<file path="src/rtl/uart_rx.sv">
// Oversampling UART receiver: start, DATA_WIDTH data bits (LSB first), optional parity, one stop bit.
// Latency: 2-cycle input synchronizer; result pulses one cycle after the last STOP-state cycle.
// Backpressure: none; DATA_VALID/PAR_ERR/STP_ERR are single-cycle pulses that must be taken when seen.
//
// Ports:
//   CLK        receiver clock, PRESCALE x baud
//   RST        asynchronous active-low reset
//   RX_IN      serial line, idle high, asynchronous to CLK
//   PRESCALE   oversampling ratio (8, 16 or 32), captured at start detection
//   PAR_EN     frame carries a parity bit, captured at start detection
//   PAR_TYP    0 = even, 1 = odd parity, captured at start detection
//   P_DATA     last good received word
//   DATA_VALID one-cycle pulse when P_DATA is updated
//   PAR_ERR    one-cycle pulse on parity mismatch
//   STP_ERR    one-cycle pulse when the stop bit is sampled low
//   RX_BUSY    high while a frame is in progress
module uart_rx #(
  parameter int DATA_WIDTH = 8,
  parameter int PRESCALE_W = 6
) (
  input  logic                  CLK,
  input  logic                  RST,
  input  logic                  RX_IN,
  input  logic [PRESCALE_W-1:0] PRESCALE,
  input  logic                  PAR_EN,
  input  logic                  PAR_TYP,
  output logic [DATA_WIDTH-1:0] P_DATA,
  output logic                  DATA_VALID,
  output logic                  PAR_ERR,
  output logic                  STP_ERR,
  output logic                  RX_BUSY
);

  localparam int BC_W = (DATA_WIDTH > 1) ? $clog2(DATA_WIDTH) : 1;
  localparam logic [BC_W-1:0]       LAST_BIT = BC_W'(DATA_WIDTH - 1);
  localparam logic [PRESCALE_W-1:0] ONE      = PRESCALE_W'(1);
  localparam logic [PRESCALE_W-1:0] TWO      = PRESCALE_W'(2);

  typedef enum logic [2:0] {IDLE, START, DATA, PARITY, STOP} state_t;
  state_t state_q, state_d;

  logic                  rx_s1, rx_s2, line;
  logic [1:0]            prime_q;
  logic                  armed_q;
  logic [PRESCALE_W-1:0] p_q;
  logic                  par_en_q, par_typ_q;
  logic [PRESCALE_W-1:0] edge_cnt;
  logic [BC_W-1:0]       bit_cnt;
  logic                  smp_a, smp_b, bit_smp;
  logic [DATA_WIDTH-1:0] data_q;
  logic                  par_bad_q, stop_bad_q;

  logic [PRESCALE_W-1:0] half;
  logic                  last_edge, at_a, at_b, at_v, at_g;
  logic                  vote, start_det, frame_end;

  assign line      = rx_s2;
  assign half      = p_q >> 1;
  assign last_edge = (edge_cnt == p_q - ONE);
  assign at_a      = (edge_cnt == half - ONE);
  assign at_b      = (edge_cnt == half);
  assign at_v      = (edge_cnt == half + ONE);
  assign at_g      = (edge_cnt == half + TWO);
  // Third vote input is the live line at P/2+1; the other two were captured earlier.
  assign vote      = (smp_a & smp_b) | (smp_a & line) | (smp_b & line);
  assign start_det = (state_q == IDLE) && armed_q && !line;
  assign frame_end = (state_q == STOP) && last_edge;
  assign RX_BUSY   = (state_q != IDLE);

  always_comb begin
    state_d = state_q;
    case (state_q)
      IDLE:    if (start_det) state_d = START;
      START: begin
        // bit_smp was registered one cycle earlier, at P/2+1
        if (at_g && bit_smp)  state_d = IDLE;
        else if (last_edge)   state_d = DATA;
      end
      DATA:    if (last_edge && bit_cnt == LAST_BIT) state_d = par_en_q ? PARITY : STOP;
      PARITY:  if (last_edge) state_d = STOP;
      STOP:    if (last_edge) state_d = IDLE;
      default: state_d = IDLE;
    endcase
  end

  always_ff @(posedge CLK or negedge RST) begin
    if (!RST) state_q <= IDLE;
    else      state_q <= state_d;
  end

  // Synchronizer and re-arm logic. The synchronizer resets to idle-high, so prime_q
  // blocks arming until it has been refilled with real line values; a line held low
  // out of reset, or a break, never looks like a fresh start edge.
  always_ff @(posedge CLK or negedge RST) begin
    if (!RST) begin
      rx_s1   <= 1'b1;
      rx_s2   <= 1'b1;
      prime_q <= 2'b00;
      armed_q <= 1'b0;
    end else begin
      rx_s1   <= RX_IN;
      rx_s2   <= rx_s1;
      prime_q <= {prime_q[0], 1'b1};
      if (start_det)
        armed_q <= 1'b0;
      else if (prime_q[1] && line && (state_q == IDLE || state_q == STOP))
        armed_q <= 1'b1;
    end
  end

  // Configuration capture and bit/edge counters
  always_ff @(posedge CLK or negedge RST) begin
    if (!RST) begin
      p_q       <= '0;
      par_en_q  <= 1'b0;
      par_typ_q <= 1'b0;
      edge_cnt  <= '0;
      bit_cnt   <= '0;
    end else begin
      if (start_det) begin
        p_q       <= PRESCALE;
        par_en_q  <= PAR_EN;
        par_typ_q <= PAR_TYP;
      end
      // The detect cycle is edge 0 of the start bit, so START begins at edge 1.
      if (start_det)
        edge_cnt <= ONE;
      else if (state_q == IDLE || state_d == IDLE || last_edge)
        edge_cnt <= '0;
      else
        edge_cnt <= edge_cnt + ONE;

      if (state_q != DATA)
        bit_cnt <= '0;
      else if (last_edge)
        bit_cnt <= bit_cnt + 1'b1;
    end
  end

  // Mid-bit sampling, shift register and per-frame error flags
  always_ff @(posedge CLK or negedge RST) begin
    if (!RST) begin
      smp_a      <= 1'b0;
      smp_b      <= 1'b0;
      bit_smp    <= 1'b0;
      data_q     <= '0;
      par_bad_q  <= 1'b0;
      stop_bad_q <= 1'b0;
    end else begin
      if (state_q != IDLE) begin
        if (at_a) smp_a   <= line;
        if (at_b) smp_b   <= line;
        if (at_v) bit_smp <= vote;
      end
      if (state_q == DATA && at_v)
        data_q <= {vote, data_q[DATA_WIDTH-1:1]};
      if (start_det)
        par_bad_q <= 1'b0;
      else if (state_q == PARITY && at_v)
        par_bad_q <= vote ^ (^data_q) ^ par_typ_q;
      if (state_q == STOP && at_v)
        stop_bad_q <= ~vote;
    end
  end

  // Result pulses land in the first IDLE cycle after STOP
  always_ff @(posedge CLK or negedge RST) begin
    if (!RST) begin
      P_DATA     <= '0;
      DATA_VALID <= 1'b0;
      PAR_ERR    <= 1'b0;
      STP_ERR    <= 1'b0;
    end else begin
      DATA_VALID <= frame_end && !par_bad_q && !stop_bad_q;
      PAR_ERR    <= frame_end && par_bad_q;
      STP_ERR    <= frame_end && stop_bad_q;
      if (frame_end && !par_bad_q && !stop_bad_q)
        P_DATA <= data_q;
    end
  end

endmodule

</file>
<file path="config.mk">
export PLATFORM = sky130hd
export DESIGN_NAME = uart_rx
export DESIGN_NICKNAME = d
export VERILOG_FILES = /design/src/rtl/uart_rx.sv
export SDC_FILE = /design/constraint.sdc
export NUM_CORES = 1
export LEC_CHECK = 0
export CAP_MARGIN = 20
export CORE_ASPECT_RATIO = 1.75
export CORE_UTILIZATION = 45
export CTS_BUF_LIST = sky130_fd_sc_hd__clkbuf_8
export DETAILED_ROUTE_END_ITERATION = 10
export GPL_TIMING_DRIVEN = 0
export PLACE_DENSITY = 0.66
export SLEW_MARGIN = 0
export SYNTH_ARGS = -nofsm -noshare
export SYNTH_HDL_FRONTEND = slang
export SYNTH_SLANG_ARGS = --single-unit
export TNS_END_PERCENT = 100
</file>
<file path="constraint.sdc">
create_clock -name CLK -period 6.6 [get_ports CLK]
set_input_delay 0.99 -clock CLK [delete_from_list [all_inputs] [get_ports CLK]]
set_output_delay 0.99 -clock CLK [all_outputs]
set_load 0.01 [all_outputs]
</file>
# After elaboration in Yosys (flattened, before gate mapping)

Cells that the tools add are included.

Register bits after elaboration: 49
Output and inout port bits: 12

Add/subtract/negate cells: 6
Equality and inequality tests: 11
Mux-type cells: 16
Bitwise operators: 8
Reduce and logical (&&, ||, !) cells: 30

Operator list:

| operator            | number |
|---|---|
| $mux 3              | 9 |
| $eq 6x6->1          | 4 |
| $pmux 3 s5          | 1 |
| $logic_and 1x1->1   | 14 |
| $mux 6              | 2 |
| $reduce_xor 8->1    | 1 |
| $add 5x1->6 const B | 1 |
| $add 5x2->6 const B | 1 |
| $add 6x1->6 const B | 1 |
| $eq 3x2->1 const B  | 2 |
| $eq 3x3->1 const B  | 2 |
| $eq 6x5->1          | 1 |
| $logic_not 3->1     | 2 |
| $reduce_and 2->1    | 3 |
| $reduce_bool 2->1   | 3 |
| $sub 5x1->6 const B | 1 |
| $sub 6x1->6 const B | 1 |
| $mux 1              | 4 |
| $add 3x1->3 const B | 1 |
| $and 1x1->1         | 3 |
| $eq 3x1->1 const B  | 1 |
| $logic_not 1->1     | 3 |
| $logic_or 1x1->1    | 3 |
| $ne 3x2->1 const B  | 1 |
| 4 further kinds     | 6 |

# Longest topological paths before layout

Depth after elaboration: 10
Gate-level depth with buffers: 9
Gate-level depth less buffers: 7

# Least setup slack after synthesis

No wires, ideal clock.

Path type: reg2reg
Start: reg p_q[1]
End: reg P_DATA[1]
Arrival time: 2.252 ns
Required time: 6.475 ns
Slack: 4.223 ns
Cell stages (with the launch flop): 9
Buffers on the path: 1
Period minus slack after synthesis: 2.377 ns
Path through: dfrtp_1 -> clkbuf_1 -> inv_1 -> ha_1 -> nor3b_2 -> a21oi_1 -> o2111ai_4 -> nor3_4 -> mux2_2

Word-level cells in the longest chain between the ends: 5

RTL lines:

| what                           | line | text |
|---|---|---|
| from (decl)                    | 45   | `logic [PRESCALE_W-1:0] p_q;` |
| from (signal assigned)         | 114  | `p_q <= '0;` |
| from (signal assigned)         | 121  | `p_q <= PRESCALE;` |
| $sub 6x1->6                    | 59   | `assign last_edge = (edge_cnt == p_q - ONE);` |
| $eq 6x6->1                     | 59   |  |
| $logic_and 1x1->1              | 67   | `assign frame_end = (state_q == STOP) && last_edge;` |
| $logic_and 1x1->1 (2 in a row) | 177  | `if (frame_end && !par_bad_q && !stop_bad_q)` |
| to (signal assigned)           | 178  | `P_DATA <= data_q;` |
| to (decl)                      | 27   | `output logic [DATA_WIDTH-1:0] P_DATA,` |

Every way passes these cells.
A chain may end at the register's enable or synchronous reset.

# Final worst setup path

Start: reg state_q[0]
End: out RX_BUSY

Word-level cells in the longest chain between the ends: 1

RTL lines:

| what                   | line | text |
|---|---|---|
| from (decl)            | 40   | `state_t state_q, state_d;` |
| from (signal assigned) | 88   | `else state_q <= state_d;` |
| $reduce_bool 3->1      | 68   | `assign RX_BUSY = (state_q != IDLE);` |
| to (decl)              | 31   | `output logic RX_BUSY` |

Every way passes these cells.

==> metrics <==
All-Layer GR Usage=0.195; Power per Cell Area=379 mW/mm2; fmax=0.323 GHz; GRT overflow=0; maximum vdd drop=187 uV; H-tree Lvls=2; Synth cell types=54; Pleak=1.44 nW; largest family of logic cells by synthesized area=simple AND/OR/NAND/NOR gates; Post-CTS Hold Buffers=0; max-cap viol count=0; detailed-route wire length=5450 um; critical path class=register to output port; Core ar.=0.00588 mm2; final hold viol count=0; Pre-antenna DRT Iters=4; I/O pins=23; critical hold path startpoint=prime_q[0]; layout cell share with drive strength beyond 1=0.156; YS warnings=0; vias=1955; Slew @ Worst Pin=706 ps; largest net degree at the start of global routing=30; worst endpoint required time=5610 ps; fillers=558; clock-pin slew on the worst setup and hold paths=90 ps; FF-to-FF Start=p_q[1]; Relative slew margins=0.526; Post-synth EDFFs=0; 1st-iter DRT viols=84; crit share post-route=0.470; final cell count without fillers=367; Std-Cell Rows=37; WL per Instance=14.8 um; CP endpoint kind=output port; Die ar.=0.00643 mm2; placed cell count=359; Fin Clk Skew=8.81 ps; sequential share of the synthesized area=0.448; setup TNS=0 ps; die width=61.0 um; synthesized flop and latch total=49; worst skew pair latency=300 ps; Async S/R FF share, synth=1.00; antenna fix cells=0; commonest non-fill, non-tap cell in the layout=dfrtp_1; Critical Path AT=2110 ps; ys flop type=dfrtp_1; outcome=finished, final reports clean; CTS tree=done; RSZ-0062 raised after global routing=no; post_cts resized=0; CTS Sinks=49; remaining antenna violation count=0; synthesized net count=279; DRC errors left=0; Mapped Area=0.00274 mm2; Post-CTS Setup Inserts=0; CTS root buffer=clkbuf_8; RD Place Congestion=0.857; Compound-Gate Fraction of Synth Area=0.109; fin crit period=3100 ps; CP max FO=9; DPL Wire Length=4190 um; Layout area overhead=15.5%; fin. max-slew vios=0; global-route wire length before repair=9230 um; die span in y=105 um; simple-gate portion of the synthesized area=0.159; number of global-route vias before repair=1999; initial antenna violation count=0; synthesized instance count=258; worst setup path startpoint=state_q[0]; Avg Inst Size Synth=10.6 um2; Initial Utilization=0.467; IO buf count=22; final setup fails=0; Max clock buf depth=2; XOR/XNOR share of the synthesized area=0.114; Post-Synth Adder-Cell Area=0.0492; nets=309; Worst Hold Class=register to register; pre-CTS setup slack=3770 ps; final setup margin=3500 ps; Tot Pwr=1.20 mW; mux cell area share after synthesis=0.0816; via/cell ratio=5.33; commonest cells after routing, fill and taps aside=47 x dfrtp_1, 21 x nand2_1, 21 x clkdlybuf4s50_1; cts bufs inserted=5; crit path launch type=register
worst max-delay path, stage by stage, from the launching register on:
cell	delay, ps
dfrtp_1	370
clkbuf_1	190
nor3_1	520
inv_1	210
clkdlybuf4s50_1	520
layer usage:
| metal | share of wire | vias up | global-route usage |
|---|---|---|---|
| li1 | - | 963 | - |
| met1 | 0.40 | 946 | 0.219 |
| met2 | 0.54 | 35 | 0.346 |
| met3 | 0.021 | 11 | 0.0233 |
| met4 | 0.032 | 0 | 0.0925 |
| met5 | 0 | - | 0 |
worst paths after layout:
path                                   end  slack (ps)  depth (start not counted)
worst max-delay path               RX_BUSY        3500                          4
worst min-delay path            prime_q[1]         350                          0
worst max register to register   P_DATA[7]        3760                          8
worst min register to register  prime_q[1]         350                          0
max in group asynchronous         par_en_q        5450                          2
min in group asynchronous        P_DATA[3]         630                          1
registers in the layout (all words and copies together) (netlist names), 2 cells and up:
register  cells
data_q        8
prime_q       2
p_q           6
edge_cnt      6
bit_cnt       3
P_DATA        8
state_q       3
stage by stage:
| step | area (um2) | utilization | hold WS (ps) |
|---|---|---|---|
| 6_report | 3170 | 0.539 | 353 |
| 3_3_place_gp | 3060 | 0.521 | 333 |
| 4_1_cts | 3170 | 0.539 | 358 |
| 2_1_floorplan | 2740 | - | 331 |
| 5_1_grt | 3170 | 0.539 | 365 |
| 3_5_place_dp | 3080 | 0.523 | 336 |
where the power goes:
part           switching, mW  leakage (nW)  total, mW  internal [mW]
registers             0.0511         0.645      0.407          0.356
clock network          0.104        0.0447      0.181         0.0766
logic                  0.359         0.750      0.615          0.257
final cells by class:
cell class | instances | area, um2 | share of cell area
Inverter | 11 | 41.3 | 0.0130
Clock buffer | 5 | 68.8 | 0.0217
Clock inverter | 3 | 25.0 | 0.00789
Timing Repair Buffer | 23 | 235 | 0.0742
Buffer | 12 | 65.1 | 0.0205
Tap cell | 78 | 97.6 | 0.0308
Multi-Input combinational cell | 186 | 1410 | 0.444
Sequential cell | 49 | 1230 | 0.388
logic make-up after synthesis:
group | after synthesis
adder cells (fa/ha/maj) | 11
multiplexers | 20
other | 1
flip-flops | 49
AO/OA/AOI/OAI | 42
buffers and inverters | 23
AND/OR/NAND/NOR | 78
XOR/XNOR | 34
synthesized netlist by cell type (all sizes together), types with 4 or more instances:
cell type | n | area (um2)
ha | 10 | 125
inv | 11 | 41.3
xor2 | 15 | 131
and3 | 5 | 31.3
a21oi | 9 | 45.0
dfrtp | 47 | 1180
buf | 6 | 41.3
nor3 | 4 | 31.3
nand3 | 9 | 45.0
mux2 | 19 | 214
nor4 | 7 | 43.8
o21ai | 13 | 65.1
nand2 | 21 | 78.8
xnor2 | 18 | 158
clkbuf | 6 | 23.8
nor2 | 11 | 41.3
(Power assumes the default switching activity.)
